File: config.mk
export PLATFORM = sky130hd
export DESIGN_NAME = led_frame_writer
export DESIGN_NICKNAME = d
export VERILOG_FILES = /design/src/rtl/led_frame_writer.sv
export SDC_FILE = /design/constraint.sdc
export NUM_CORES = 1
export LEC_CHECK = 0
export BUFFER_PORTS_ARGS = -buffer_cell sky130_fd_sc_hd__buf_4
export CAP_MARGIN = 20
export CELL_PAD_IN_SITES_DETAIL_PLACEMENT = 1
export CELL_PAD_IN_SITES_GLOBAL_PLACEMENT = 1
export CORE_ASPECT_RATIO = 0.75
export CORE_MARGIN = 2
export CORE_UTILIZATION = 45
export CTS_CLUSTER_SIZE = 40
export DETAILED_ROUTE_END_ITERATION = 8
export PLACE_DENSITY = 0.84
export SKIP_LAST_GASP = 1
export SLEW_MARGIN = 20
export SYNTH_ARGS = -nofsm -noshare
export SYNTH_HDL_FRONTEND = slang
export SYNTH_SLANG_ARGS = --single-unit
File: constraint.sdc
create_clock -name clk -period 5.5 [get_ports clk]
set_input_delay 0.55 -clock clk [delete_from_list [all_inputs] [get_ports clk]]
set_output_delay 0.55 -clock clk [all_outputs]
set_load 0.01 [all_outputs]
File: src/rtl/led_frame_writer.sv
// Pixel-stream / fill writer for a 32x16 LED matrix RAM.
// A one-cycle request stage sits in front of the registered write port.
module led_frame_writer #(
  parameter int unsigned P_COLS  = 32,
  parameter int unsigned P_ROWS  = 16,
  parameter int unsigned P_ROUND = 1
) (
  input  logic        clk,
  input  logic        reset,
  input  logic        s_valid,
  output logic        s_ready,
  input  logic        s_sof,
  input  logic [23:0] s_rgb,
  input  logic        fill_req,
  input  logic [23:0] fill_rgb,
  output logic [31:0] data_out,
  output logic        data_out_en,
  output logic        busy,
  output logic        frame_done,
  output logic        sync_err
);

  localparam logic [4:0] LastCol = 5'(P_COLS - 1);
  localparam logic [3:0] LastRow = 4'(P_ROWS - 1);

  typedef enum logic [1:0] {StIdle, StStream, StFill} state_e;

  // Reset asserts asynchronously and is released on a clock edge.
  logic [1:0] rst_sync_q;
  logic       rst_n;

  always_ff @(posedge clk or negedge reset) begin
    if (!reset) begin
      rst_sync_q <= 2'b00;
    end else begin
      rst_sync_q <= {rst_sync_q[0], 1'b1};
    end
  end

  assign rst_n = rst_sync_q[1];

  state_e      state_q;
  logic [4:0]  col_q;
  logic [3:0]  row_q;
  logic [4:0]  col_nxt;
  logic [3:0]  row_nxt;
  logic        at_last;
  logic [23:0] fill_color_q;

  // Write request stage, converted and presented on the next edge.
  logic        wr_q;
  logic        wr_last_q;
  logic        err_q;
  logic [8:0]  wr_addr_q;
  logic [23:0] wr_rgb_q;

  assign s_ready = !rst_n || (state_q == StStream) || ((state_q == StIdle) && !fill_req);
  assign busy    = (state_q != StIdle);
  assign at_last = (col_q == LastCol) && (row_q == LastRow);

  always_comb begin
    col_nxt = col_q + 5'd1;
    row_nxt = row_q;
    if (col_q == LastCol) begin
      col_nxt = '0;
      row_nxt = row_q + 4'd1;
    end
  end

  always_ff @(posedge clk or negedge rst_n) begin
    if (!rst_n) begin
      state_q      <= StIdle;
      col_q        <= '0;
      row_q        <= '0;
      fill_color_q <= '0;
      wr_q         <= 1'b0;
      wr_last_q    <= 1'b0;
      err_q        <= 1'b0;
      wr_addr_q    <= '0;
      wr_rgb_q     <= '0;
    end else begin
      wr_q      <= 1'b0;
      wr_last_q <= 1'b0;
      err_q     <= 1'b0;
      unique case (state_q)
        StIdle: begin
          if (fill_req) begin
            fill_color_q <= fill_rgb;
            col_q        <= '0;
            row_q        <= '0;
            state_q      <= StFill;
          end else if (s_valid) begin
            if (s_sof) begin
              wr_q      <= 1'b1;
              wr_addr_q <= '0;
              wr_rgb_q  <= s_rgb;
              col_q     <= 5'd1;
              row_q     <= '0;
              state_q   <= StStream;
            end else begin
              err_q <= 1'b1;
            end
          end
        end
        StStream: begin
          if (s_valid) begin
            wr_q     <= 1'b1;
            wr_rgb_q <= s_rgb;
            if (s_sof) begin
              // Resynchronise: this pixel becomes address 0 of a new frame.
              wr_addr_q <= '0;
              err_q     <= 1'b1;
              col_q     <= 5'd1;
              row_q     <= '0;
            end else begin
              wr_addr_q <= {row_q, col_q};
              if (at_last) begin
                wr_last_q <= 1'b1;
                col_q     <= '0;
                row_q     <= '0;
                state_q   <= StIdle;
              end else begin
                col_q <= col_nxt;
                row_q <= row_nxt;
              end
            end
          end
        end
        StFill: begin
          wr_q      <= 1'b1;
          wr_addr_q <= {row_q, col_q};
          wr_rgb_q  <= fill_color_q;
          if (at_last) begin
            wr_last_q <= 1'b1;
            col_q     <= '0;
            row_q     <= '0;
            state_q   <= StIdle;
          end else begin
            col_q <= col_nxt;
            row_q <= row_nxt;
          end
        end
        default: state_q <= StIdle;
      endcase
    end
  end

  function automatic logic [3:0] to4(input logic [7:0] c8);
    logic [4:0] r;
    r = 5'(({1'b0, c8} + 9'd8) >> 4);
    if (P_ROUND == 0) begin
      return c8[7:4];
    end
    return r[4] ? 4'hF : r[3:0];
  endfunction

  always_ff @(posedge clk or negedge rst_n) begin
    if (!rst_n) begin
      data_out    <= '0;
      data_out_en <= 1'b0;
      frame_done  <= 1'b0;
      sync_err    <= 1'b0;
    end else begin
      data_out_en <= wr_q;
      frame_done  <= wr_last_q;
      sync_err    <= err_q;
      if (wr_q) begin
        data_out <= {7'b0, wr_addr_q, 4'b0, to4(wr_rgb_q[7:0]), to4(wr_rgb_q[15:8]),
                     to4(wr_rgb_q[23:16])};
      end
    end
  end

endmodule

* After elaboration in Yosys (flattened, before gate mapping)
Index checks and enable logic that the tools add are counted.
Storage, ports and cells: register bits 97, bits in latches 0, RAM bits 0, ROM bits 0, input bits 53, output and inout port bits 37, logic and storage cells 93, memories 0
Operators by class: $add $sub $neg 5, multiply operators 0, divide/modulo/power cells 0, magnitude comparators 0, equal/unequal tests 11, shift operators 0, multiplexer cells 50, bitwise operators 0, reduce and logical (&&, ||, !) cells 13
Operators by type and width (number):
- $mux W24 | 4
- $pmux W24 S3 | 1
- $mux W9 | 5
- $mux W4 | 10
- $mux W5 | 7
- $add A8 B4 Y9 const B | 3
- $pmux W9 S3 | 1
- $pmux W5 S3 | 1
- $mux W2 | 6
- $pmux W4 S3 | 1
- $mux W1 | 10
- $ne A2 B2 Y1 const B | 5
- $reduce_and A4 Y1 | 2
- $ne A3 B3 Y1 const B | 2
- $pmux W2 S3 | 1
- $add A5 B1 Y5 const B | 1
- $eq A5 B5 Y1 const B | 1
- $reduce_and A5 Y1 | 1
- $add A4 B1 Y4 const B | 1
- $eq A4 B4 Y1 const B | 1
- $pmux W1 S2 | 2
- $pmux W1 S3 | 1
- $reduce_bool A3 Y1 | 1
- $eq A2 B1 Y1 const B | 1
- other kinds (7) | 10

* Longest topological paths before layout
Gate-level depths: netlist of run 1.
depth after elaboration 6, mapped depth 7, depth with buffers taken out 7

* Least setup slack after synthesis of run 1
No wires, ideal clock.
kind flip-flop to output port, start point register rst_sync_q[1], end point output s_ready, data arrival time 2.284 ns, data required time 4.950 ns, slack 2.666 ns, cell stages (with the launch flop) 2, path buffers 0, cells stage by stage dfrtp_1 nand2_1
Between the ends: cells in the longest elaborated chain, start to end 3
RTL lines:
- from (decl) | RTL line 29 | logic [1:0] rst_sync_q;
- from (signal assigned) | RTL line 36 | rst_sync_q <= {rst_sync_q[0], 1'b1};
- $logic_not A1 Y1 (no line)
- $logic_or A1 B1 Y1 (2 in series) | RTL line 57 | assign s_ready = !rst_n || (state_q == StStream) || ((state_q == StIdle) && !fill_req);
- to (decl) | RTL line 11 | output logic s_ready,
Every way passes these cells.

* Worst setup path in the final report of run 1
start point register state_q[1], end point register row_q[0]
Between the ends: cells in the longest elaborated chain, start to end 3, elaborated cells between the ends (all ways) 9, classes of those cells eq/ne: 5; mux: 1; reduce/logical: 3
RTL lines:
- from (decl) | RTL line 42 | state_e state_q;
- from (signal assigned) | RTL line 72 | state_q <= StIdle;
- from (signal assigned) | RTL line 91 | state_q <= StFill;
- from (signal assigned) | RTL line 99 | state_q <= StStream;
- $eq A2 B1 Y1, or another cell as far along | RTL line 85 | unique case (state_q)
- $ne A2 B2 Y1 (no line), or another cell as far along
- $reduce_and A4 Y1 (no line)
- to (signal assigned) | RTL line 124 | row_q <= row_nxt;
- to (signal assigned) | RTL line 140 | row_q <= row_nxt;
- to (decl) | RTL line 44 | logic [3:0] row_q;
Parallel ways exist; a longest one is shown, timed or not. A chain may end at the register's enable or synchronous reset.

==> flow_metrics.tcl, run 1 <==
set metrics [dict create \
    post-route-period-util_pct 46.5 \
    path_cells "inv_1 -> ha_1 -> nor2b_1 -> o32ai_2 -> o21ai_0 -> mux2_2" \
    wl_per_cell_um 16.4 \
    die_area_mm2 0.00909 \
    reg2reg_to "row_q[0]" \
    seq_area_mm2 0.00198 \
    num_vias 2503 \
    synth.top_cells.by_area "dfrtp_1, mux2_2, ha_1" \
    r2r_start "state_q[1]" \
    pre_cts_slack_ps 2980 \
    core_mm2 0.00799 \
    ioPinCount 90 \
    fin_cells 480 \
    critPathLaunchType "register" \
    avgSynthCellArea_um2 12.2 \
    rsz0062_at_grt "false" \
    die_y_um 83.1 \
    synth_seq_cells 79 \
    antenna_found_initial 0 \
    fin_skew_ps 11.0 \
    gp_congestion 0.772 \
    ys_warn_count 0 \
    yosys.area_share.adder_pct 3.67 \
    multi_input_area_mm2 0.00161 \
    yosysSeqAreaShare_pct 52.7 \
    report.final.slew_viol_count 0 \
    clock_latency_ps 360 \
    area_delta_synth_final_pct 19.4 \
    synth_top_family_by_area "multiplexers" \
    ys_top_cells_by_count "dfrtp_1, mux2_2, inv_1, nand2_1, nor2_1" \
    drt_iter0_drc 79 \
    min_period_ps 2560 \
    rows 28 \
    cts_max_path_buffers 2 \
    drive_gt1_share_pct 37.6 \
    clock-root-buffer "clkbuf_8" \
    worstPathRequired_ps 5750 \
    netlist_area_mm2 0.00375 \
    worst_hold_slack_ps 336 \
    slew_headroom_pct 32.4 \
    synth_compound_area_share_pct 7.94 \
    synth.most_common_cell "dfrtp_1" \
    cts_tree "done" \
    path_class "register to register" \
    crit_fanout 15 \
    vias_per_cell 5.21 \
    vdd_drop_max_v 0.000155 \
    hp-class "register to asynchronous set/reset pin" \
    grt_overflow 0 \
    grtUsageTotal_pct 18.7 \
    total_power_mw 1.33 \
    grt_max_degree 79 \
    drt-total-wl_um 7880 \
    start_util_pct 47.0 \
    synth_cell_type_count 39 \
    setup_viol_count_final 0 \
    synth_xor_area_share_pct 0.700 \
    grt_pass1_wl_um 13000 \
    diodes 0 \
    fin_nets 434 \
    cp-end-kind "register" \
    r2r_slack_ps 2940 \
    outcome "finished clean" \
    max_stage_delay_ps 830 \
    power_density_mw_per_mm2 296 \
    cts_resized 0 \
    clkSinkCount 79 \
    synthCells 308 \
    cts.reportedPaths.clkPinSlew_ps 80 \
    synth-simple-area-share_pct 8.97 \
    fin_tns_setup_ps 0 \
    grt_pass1_vias 2686 \
    leakage_nw 2.37 \
    yosys.area.top_type "dfrtp_1" \
    first_pass_iters 4 \
    reg2regPathDepth 6 \
    cpMaxStageDelayCell "o32ai_2" \
    hold_viol 0 \
    synthFlopType "dfrtp_1" \
    cts_setup_buffers 0 \
    portBuffers 60 \
    tightest_slew_ps 1010 \
    nFillCells 846 \
    cts_buffers 9 \
    holdBufCountCts 1 \
    synth_edf_count 0 \
    yosysTopAreaCellShare_pct 52.7 \
    max_cap_viol_count 0 \
    die_w_um 109 \
    cts_max_level 3 \
    worst_slack_ps 2940 \
    placedCellCount 462 \
    fmax_mhz 391 \
    ant_nets 0 \
    drcViolationCount 0 \
    dp_hpwl_um 5510 \
    cp.arrival_ps 2810 \
    async_flop_share_pct 100 \
    synth_mux_area_share_pct 20.4 \
]
[per-stage QoR]
step           utilization [%]  instance area [um2]
6_report                  56.1                 4480
5_1_grt                   56.1                 4480
4_1_cts                   55.8                 4460
3_5_place_dp              53.0                 4240
3_3_place_gp              53.0                 4240
2_1_floorplan                -                 3790
[kinds of logic after synthesis]
kind of cell / Yosys count
AO/OA/AOI/OAI: 42
XOR/XNOR: 3
multiplexers: 69
flip-flops: 79
other: 2
adder cells (fa/ha/maj): 11
buffers and inverters: 38
AND/OR/NAND/NOR: 64
[how the worst max path moves through the flow]
stage,to,slack [ps],startpoint
2_1_floorplan,s_ready,2670,rst_sync_q[1]
3_3_place_gp,wr_rgb_q[22],3100,state_q[1]
3_5_place_dp,row_q[0],2980,state_q[0]
4_1_cts,row_q[0],2950,state_q[1]
5_1_grt,row_q[0],2680,state_q[0]
6_report,row_q[0],2940,state_q[1]
[area by class of cell]
cell class / instances / share of cell area [%]
sequential: 79 / 44.2
multi-input combinational: 201 / 35.9
timing repair buffer: 62 / 10.7
clock buffer: 11 / 3.38
tap: 105 / 2.93
clock inverter: 5 / 1.42
inverter: 17 / 1.42
[metal layers]
| metal | GRT usage (%) | wire length [um] | vias up |
|---|---|---|---|
| li1 | - | - | 1177 |
| met4 | 7.25 | 132 | 0 |
| met5 | 0 | 0 | - |
| met1 | 24.3 | 3640 | 1258 |
| met2 | 30.0 | 3780 | 57 |
| met3 | 4.55 | 325 | 11 |
[critical path: cells and delay by family, from the launching register on]
kind,cells,cell delay [ps]
compound gates,2,1150
fa+ha+maj,1,240
buf+inv,1,90
flops,1,390
mux,1,350
simple gates,1,220
[cell usage in the layout (no fill, tap or decap), drive strengths merged, types with 2 or more instances in the layout]
cell type,count
a22o,2
nor3b,3
o211ai,6
clkinv,2
nand3b,4
nand3,4
nor3,2
o21ai,12
a21oi,9
xor2,3
and4,2
o21a,2
clkbuf,11
mux2i,9
buf,61
conb,12
and3,8
mux2,60
o22a,2
o31ai,2
nor2b,9
inv,18
nor2,14
dfrtp,79
a32o,3
nand2,14
ha,11
[power breakdown]
group / leakage [nW] / switching [mW] / internal (mW)
clock: 0.106 / 0.217 / 0.237
combinational: 1.21 / 0.0728 / 0.102
sequential: 1.05 / 0.0515 / 0.646
total: 2.37 / 0.341 / 0.985
[flip-flops by register name (all words and copies together) (netlist names)]
register,cells
col_q,5
data_out,21
rst_sync_q,2
frame_done,1
state_q,2
wr_last_q,1
sync_err,1
err_q,1
wr_addr_q,9
wr_rgb_q,15
row_q,4
fill_color_q,15
wr_q,1
data_out_en,1
No activity file was read; power rests on OpenSTA's default activity.
==> run 2: changes to the inputs <==
--- a/config.mk
+++ b/config.mk
@@ -5,16 +5,17 @@
 export SDC_FILE = /design/constraint.sdc
 export NUM_CORES = 1
 export LEC_CHECK = 0
+export ABC_AREA = 1
 export BUFFER_PORTS_ARGS = -buffer_cell sky130_fd_sc_hd__buf_4
 export CAP_MARGIN = 20
 export CELL_PAD_IN_SITES_DETAIL_PLACEMENT = 1
 export CELL_PAD_IN_SITES_GLOBAL_PLACEMENT = 1
 export CORE_ASPECT_RATIO = 0.75
 export CORE_MARGIN = 2
-export CORE_UTILIZATION = 45
+export CORE_UTILIZATION = 39
 export CTS_CLUSTER_SIZE = 40
 export DETAILED_ROUTE_END_ITERATION = 8
-export PLACE_DENSITY = 0.84
+export PLACE_DENSITY = 0.79
 export SKIP_LAST_GASP = 1
 export SLEW_MARGIN = 20
 export SYNTH_ARGS = -nofsm -noshare
==> constraint.sdc (replaced) <==
create_clock -name clk -period 2.4 [get_ports clk]
set_input_delay 0.24 -clock clk [delete_from_list [all_inputs] [get_ports clk]]
set_output_delay 0.24 -clock clk [all_outputs]
set_load 0.01 [all_outputs]
==> run 2 against run 1 <==
  * Total power rose to 3.9 times the previous value
  * Cell area increased by 1.9%
  * First-iteration DRC count up 57%
  * Utilization fell by 6.3 points
  * Sequential cell count stayed put
  * Register-to-register slack got worse by 2400 ps
==> flow_metrics.tcl, run 2 <==
set metrics [dict create \
    first_pass_iters 4 \
    wl_per_cell_um 15.0 \
    gp_congestion 0.801 \
    yosysSeqAreaShare_pct 52.9 \
    post-route-period-util_pct 76.2 \
    core_mm2 0.00916 \
    crit_fanout 5 \
    synth_edf_count 0 \
    drt-total-wl_um 9480 \
    hold_viol 0 \
    clock-root-buffer "clkbuf_16" \
    report.final.slew_viol_count 0 \
    vdd_drop_max_v 0.000700 \
    total_power_mw 5.22 \
    grt_overflow 0 \
    grt_pass1_wl_um 15600 \
    clkSinkCount 79 \
    worst_hold_slack_ps 90.6 \
    synth.most_common_cell "nand2_1" \
    die_area_mm2 0.0104 \
    synth_top_family_by_area "simple AND/OR/NAND/NOR gates" \
    synth_compound_area_share_pct 6.64 \
    path_class "register to register" \
    final_cell_mix "nand2_1, dfrtp_1, buf_4" \
    cts_buffers 9 \
    final_common_cell "nand2_1" \
    cts.reportedPaths.clkPinSlew_ps 60 \
    synth.top_cells.by_area "dfrtp_1, nand2_1, mux2i_1" \
    die_w_um 117 \
    cts_max_path_buffers 2 \
    drcViolationCount 0 \
    fin_tns_setup_ps 0 \
    outcome "finished clean" \
    hp-class "input pin to register" \
    cp.arrival_ps 2050 \
    drt_iter0_drc 124 \
    die_y_um 88.7 \
    cts_tree "done" \
    cts_max_level 3 \
    setup_viol_count_final 0 \
    grtUsageTotal_pct 19.7 \
    synth_mux_area_share_pct 4.02 \
    leakage_nw 2.43 \
    yosysTopAreaCellShare_pct 52.9 \
    finalCoreUtilization_pct 49.8 \
    synthFlopType "dfrtp_1" \
    area_delta_synth_final_pct 22.3 \
    worstPathRequired_ps 2620 \
    ys_top_cells_by_count "nand2_1, dfrtp_1, inv_1, o21ai_1, nand3_1" \
    diodes 0 \
    clock_latency_ps 340 \
    synth_xor_area_share_pct 1.17 \
    dp_hpwl_um 6740 \
    ioPinCount 90 \
    cts_setup_buffers 0 \
    netlist_area_mm2 0.00373 \
    ys_warn_count 0 \
    cp-end-kind "register" \
    antenna_found_initial 0 \
    drive_gt1_share_pct 18.1 \
    fin_cells 632 \
    rows 30 \
    max_cap_viol_count 0 \
    fin_nets 563 \
    fin_skew_ps 9.89 \
    ant_nets 0 \
    synthCells 435 \
    rsz0062_at_grt "false" \
    top_regs "data_out x21, fill_color_q x15, wr_rgb_q x15" \
    grt_max_degree 49 \
    min_period_ps 1830 \
    portBuffers 60 \
    placedCellCount 615 \
    largest_reg_flops 21 \
    num_vias 3054 \
    synth-simple-area-share_pct 23.6 \
    avgSynthCellArea_um2 8.58 \
    start_util_pct 40.8 \
    critPathLaunchType "register" \
    power_density_mw_per_mm2 1140 \
    synth_seq_cells 79 \
    grt_pass1_vias 3201 \
    yosys.area.top_type "dfrtp_1" \
    async_flop_share_pct 100 \
    regMostFlops "data_out" \
    synth_cell_type_count 25 \
    yosys.area_share.adder_pct 3.69 \
    vias_per_cell 4.83 \
    fmax_mhz 547 \
]
run 2: cell count changes in the layout (fill, tap and decap cells not counted), sizes merged, moves of 6 or more:
| cell | previous run | this run |
|---|---|---|
| and3 | 8 | 0 |
| nand2 | 14 | 181 |
| nand4 | 1 | 7 |
| inv | 18 | 33 |
| o21ai | 12 | 33 |
| nor2b | 9 | 0 |
| o211ai | 6 | 0 |
| mux2i | 9 | 15 |
| mux2 | 60 | 0 |
| buf | 61 | 67 |
| nand3 | 4 | 18 |
run 2: where the power goes:
part           total (mW)  internal [mW]  switching (mW)
Sequential           2.08           1.74           0.345
Clock                1.31          0.766           0.545
Combinational        1.83          0.706            1.13
run 2: what timing repair did:
item                       CTS  global route
setup endpoints to repair    0             0
hold endpoints to repair     2             0
resized for setup            0             0
hold buffers                 1             0
run 2: per-layer routing:
metal | track usage, % | vias up | routed length [um]
li1 | - | 1489 | -
met1 | 26.2 | 1481 | 4610
met2 | 32.2 | 71 | 4370
met3 | 4.45 | 13 | 359
met4 | 6.84 | 0 | 144
met5 | 0 | - | 0
run 2: worst paths after layout:
kind / cells after the start / slack, ps / start / to
max in group asynchronous: 1 / 1410 / rst_sync_q[1] / wr_rgb_q[20]
min in group asynchronous: 2 / 220 / reset / rst_sync_q[1]
min: 3 / 90 / fill_rgb[12] / fill_color_q[12]
min reg2reg: 0 / 240 / rst_sync_q[1] / data_out[3]
max reg2reg: 9 / 570 / col_q[0] / state_q[1]
max: 9 / 570 / col_q[0] / state_q[1]
run 2: stage by stage:
stage / cell area [um2] / setup slack [ps]
floorplan: 3770 / 649
global placement: 4270 / 680
detailed placement: 4270 / 545
CTS: 4570 / 548
global route: 4570 / 331
finish: 4570 / 571
run 2: worst max-delay path, cell delays in order, from the launching register on:
cell     delay (ps)
dfrtp_1         420
ha_1            200
nand2_1          80
nor2_1          140
ha_1            220
nand4_1         250
nand2_1         190
nand3_1         100
nand2_1          70
nand2_1          50
run 2: final cells by class:
cell class                      count  area [um2]
Clock buffer                       13         260
Clock inverter                      3        26.3
Fill cell                        1124        4590
Inverter                           32         120
Multi-Input combinational cell    309        1510
Sequential cell                    79        1980
Tap cell                          128         160
Timing Repair Buffer               68         513
run 2: kinds of logic (layout without fill, tap and decap cells):
kind of cell / after synthesis / after routing
XOR/XNOR: 5 / 5
flip-flops: 79 / 79
adder cells (fa/ha/maj): 11 / 11
AND/OR/NAND/NOR: 220 / 220
buffers and inverters: 57 / 116
AO/OA/AOI/OAI: 46 / 46
multiplexers: 15 / 15
other: 2 / 12
==> run 3: changes to the inputs <==
--- a/config.mk
+++ b/config.mk
@@ -5,17 +5,17 @@
 export SDC_FILE = /design/constraint.sdc
 export NUM_CORES = 1
 export LEC_CHECK = 0
-export ABC_AREA = 1
+export ABC_AREA = 0
 export BUFFER_PORTS_ARGS = -buffer_cell sky130_fd_sc_hd__buf_4
 export CAP_MARGIN = 20
 export CELL_PAD_IN_SITES_DETAIL_PLACEMENT = 1
 export CELL_PAD_IN_SITES_GLOBAL_PLACEMENT = 1
 export CORE_ASPECT_RATIO = 0.75
 export CORE_MARGIN = 2
-export CORE_UTILIZATION = 39
+export CORE_UTILIZATION = 38
 export CTS_CLUSTER_SIZE = 40
 export DETAILED_ROUTE_END_ITERATION = 8
-export PLACE_DENSITY = 0.79
+export PLACE_DENSITY = 0.76
 export SKIP_LAST_GASP = 1
 export SLEW_MARGIN = 20
 export SYNTH_ARGS = -nofsm -noshare
==> constraint.sdc (replaced) <==
create_clock -name clk -period 1.5 [get_ports clk]
set_input_delay 0.15 -clock clk [delete_from_list [all_inputs] [get_ports clk]]
set_output_delay 0.15 -clock clk [all_outputs]
set_load 0.01 [all_outputs]
==> run 3 against run 2 <==
  * The run now ends with negative setup slack left
  * Clock power rose by 72%
  * Via count shrank 5.6%
  * First-iteration DRC count increased by 5.6%
  * Register-to-register slack lost 980 ps
  * Sequential share of layout area fell by 7.1 points
  * Setup slack lost 980 ps
  * Wire length is 20% higher
  * Sequential power grew 22%
  * Die area is 3.0% higher
  * Global-route usage up 1.4 points
  * Largest power group unchanged
==> flow_metrics.tcl, run 3 (synthesis results as in run 1) <==
set metrics [dict create \
    placedCellCount 522 \
    first_pass_iters 4 \
    die_w_um 119 \
    gp_congestion 0.833 \
    num_vias 2882 \
    cts_max_level 3 \
    crit_fanout 3 \
    cts.reportedPaths.clkPinSlew_ps 60 \
    diodes 0 \
    worstPathRequired_ps 1720 \
    min_period_ps 1910 \
    wl_per_cell_um 20.1 \
    power_density_mw_per_mm2 1050 \
    die_area_mm2 0.0107 \
    clock-root-buffer "clkbuf_16" \
    area_delta_synth_final_pct 45.5 \
    r2r_slack_ps -410 \
    path_class "register to register" \
    rsz0062_at_grt "true" \
    antenna_found_initial 0 \
    ant_nets 0 \
    report.final.slew_viol_count 0 \
    grt_overflow 0 \
    total_power_mw 5.74 \
    outcome "complete, but fails checks" \
    drcViolationCount 0 \
    finalCoreUtilization_pct 56.8 \
    stdcell_area_mm2 0.00546 \
    portBuffers 60 \
    regMostFlops "data_out" \
    worst_slack_ps -407 \
    placedInstanceArea_mm2 0.00469 \
    post-route-period-util_pct 127 \
    nFillCells 984 \
    setup_viol_count_final 38 \
    die_y_um 90.1 \
    reg2regPathDepth 8 \
    whs_path_depth 2 \
    drt_iter0_drc 131 \
    final_cell_mix "buf_4, dfrtp_1, mux2_2" \
    ioPinCount 90 \
    fin_skew_ps 10.0 \
    drive_gt1_share_pct 53.5 \
    hp-class "input pin to register" \
    leakage_nw 2.85 \
    grt_max_degree 78 \
    cts_buffers 9 \
    rows 31 \
    vdd_drop_max_v 0.000709 \
    drt-total-wl_um 11300 \
    fin_nets 491 \
    dp_hpwl_um 6440 \
    hold_viol 0 \
    final_common_cell "buf_4" \
    top_regs "data_out x21, fill_color_q x15, wr_rgb_q x15" \
    pre_cts_slack_ps -342 \
    start_util_pct 39.0 \
    cts_tree "done" \
    largest_reg_flops 21 \
    grt_pass1_wl_um 17500 \
    vias_per_cell 5.11 \
    grt_pass1_vias 3260 \
    grtUsageTotal_pct 21.1 \
    max_cap_viol_count 0 \
    fmax_mhz 524 \
    fin_cells 564 \
    core_mm2 0.00962 \
    violations "negative setup slack" \
    cp-end-kind "register" \
    cp.arrival_ps 2130 \
    clkSinkCount 79 \
    critPathLaunchType "register" \
    cts_max_path_buffers 2 \
    clock_latency_ps 340 \
]
-- run 3: cell types whose count changed in the layout (fill, tap and decap cells not counted), moves of 13 or more --
cell,delta
buf_6,+20
nand3_1,-15
mux2_4,+18
nand2_1,-166
o21ai_1,-24
mux2_2,+42
buf_4,+22
inv_1,-13
-- run 3: metal layers --
metal	vias up	global-route usage, %	wire length, um
li1	1296	-	-
met1	1496	24.9	4680
met2	73	38.9	5980
met3	17	4.63	416
met4	0	5.16	255
met5	-	0	0
-- run 3: worst paths after layout --
check | startpoint | endpoint
worst max-delay path | state_q[0] | row_q[0]
worst min-delay path | fill_rgb[13] | fill_color_q[13]
worst max register to register | state_q[0] | row_q[0]
worst min register to register | wr_last_q | frame_done
max in group asynchronous | rst_sync_q[1] | wr_rgb_q[12]
min in group asynchronous | reset | rst_sync_q[1]
-- run 3: report_power, final --
group | internal [mW] | total, mW | switching, mW
registers | 2.37 | 2.53 | 0.156
logic | 0.521 | 0.959 | 0.438
clock network | 1.34 | 2.25 | 0.905
total | 4.24 | 5.74 | 1.50
-- run 3: critical path: stages (launching register included) --
cell,delay (ps)
dfrtp_1,420
buf_6,140
ha_4,160
buf_4,150
nor2b_4,130
o211ai_1,220
buf_4,190
o21ai_1,100
mux2_4,280
-- run 3: timing repair --
| item | in CTS | in global routing |
|---|---|---|
| resized for setup | 44 | 25 |
| hold endpoints to repair | 2 | 0 |
| endpoints found under the setup margin | 38 | 40 |
| setup buffers | 17 | 9 |
| hold buffers | 1 | 0 |
| pin swaps | 17 | 10 |
| gates cloned | 2 | 1 |
-- run 3: area by class of cell --
| cell class | count | area (um2) | area share, % |
|---|---|---|---|
| multi-input cells | 201 | 1870 | 34.2 |
| clock inverters | 6 | 66.3 | 1.21 |
| clock buffers | 10 | 239 | 4.38 |
| well taps | 132 | 165 | 3.02 |
| repair buffers | 119 | 1070 | 19.7 |
| flip-flops and latches | 79 | 1980 | 36.3 |
| inverters | 17 | 66.3 | 1.21 |
-- run 3: metrics by stage --
stage               hold slack [ps]  setup TNS, ps
floorplan                      -146          -4130
global placement              -61.0          -7490
detailed placement            -58.6          -9980
CTS                            32.2         -10100
global route                   38.5         -13760
finish                         39.3         -11440
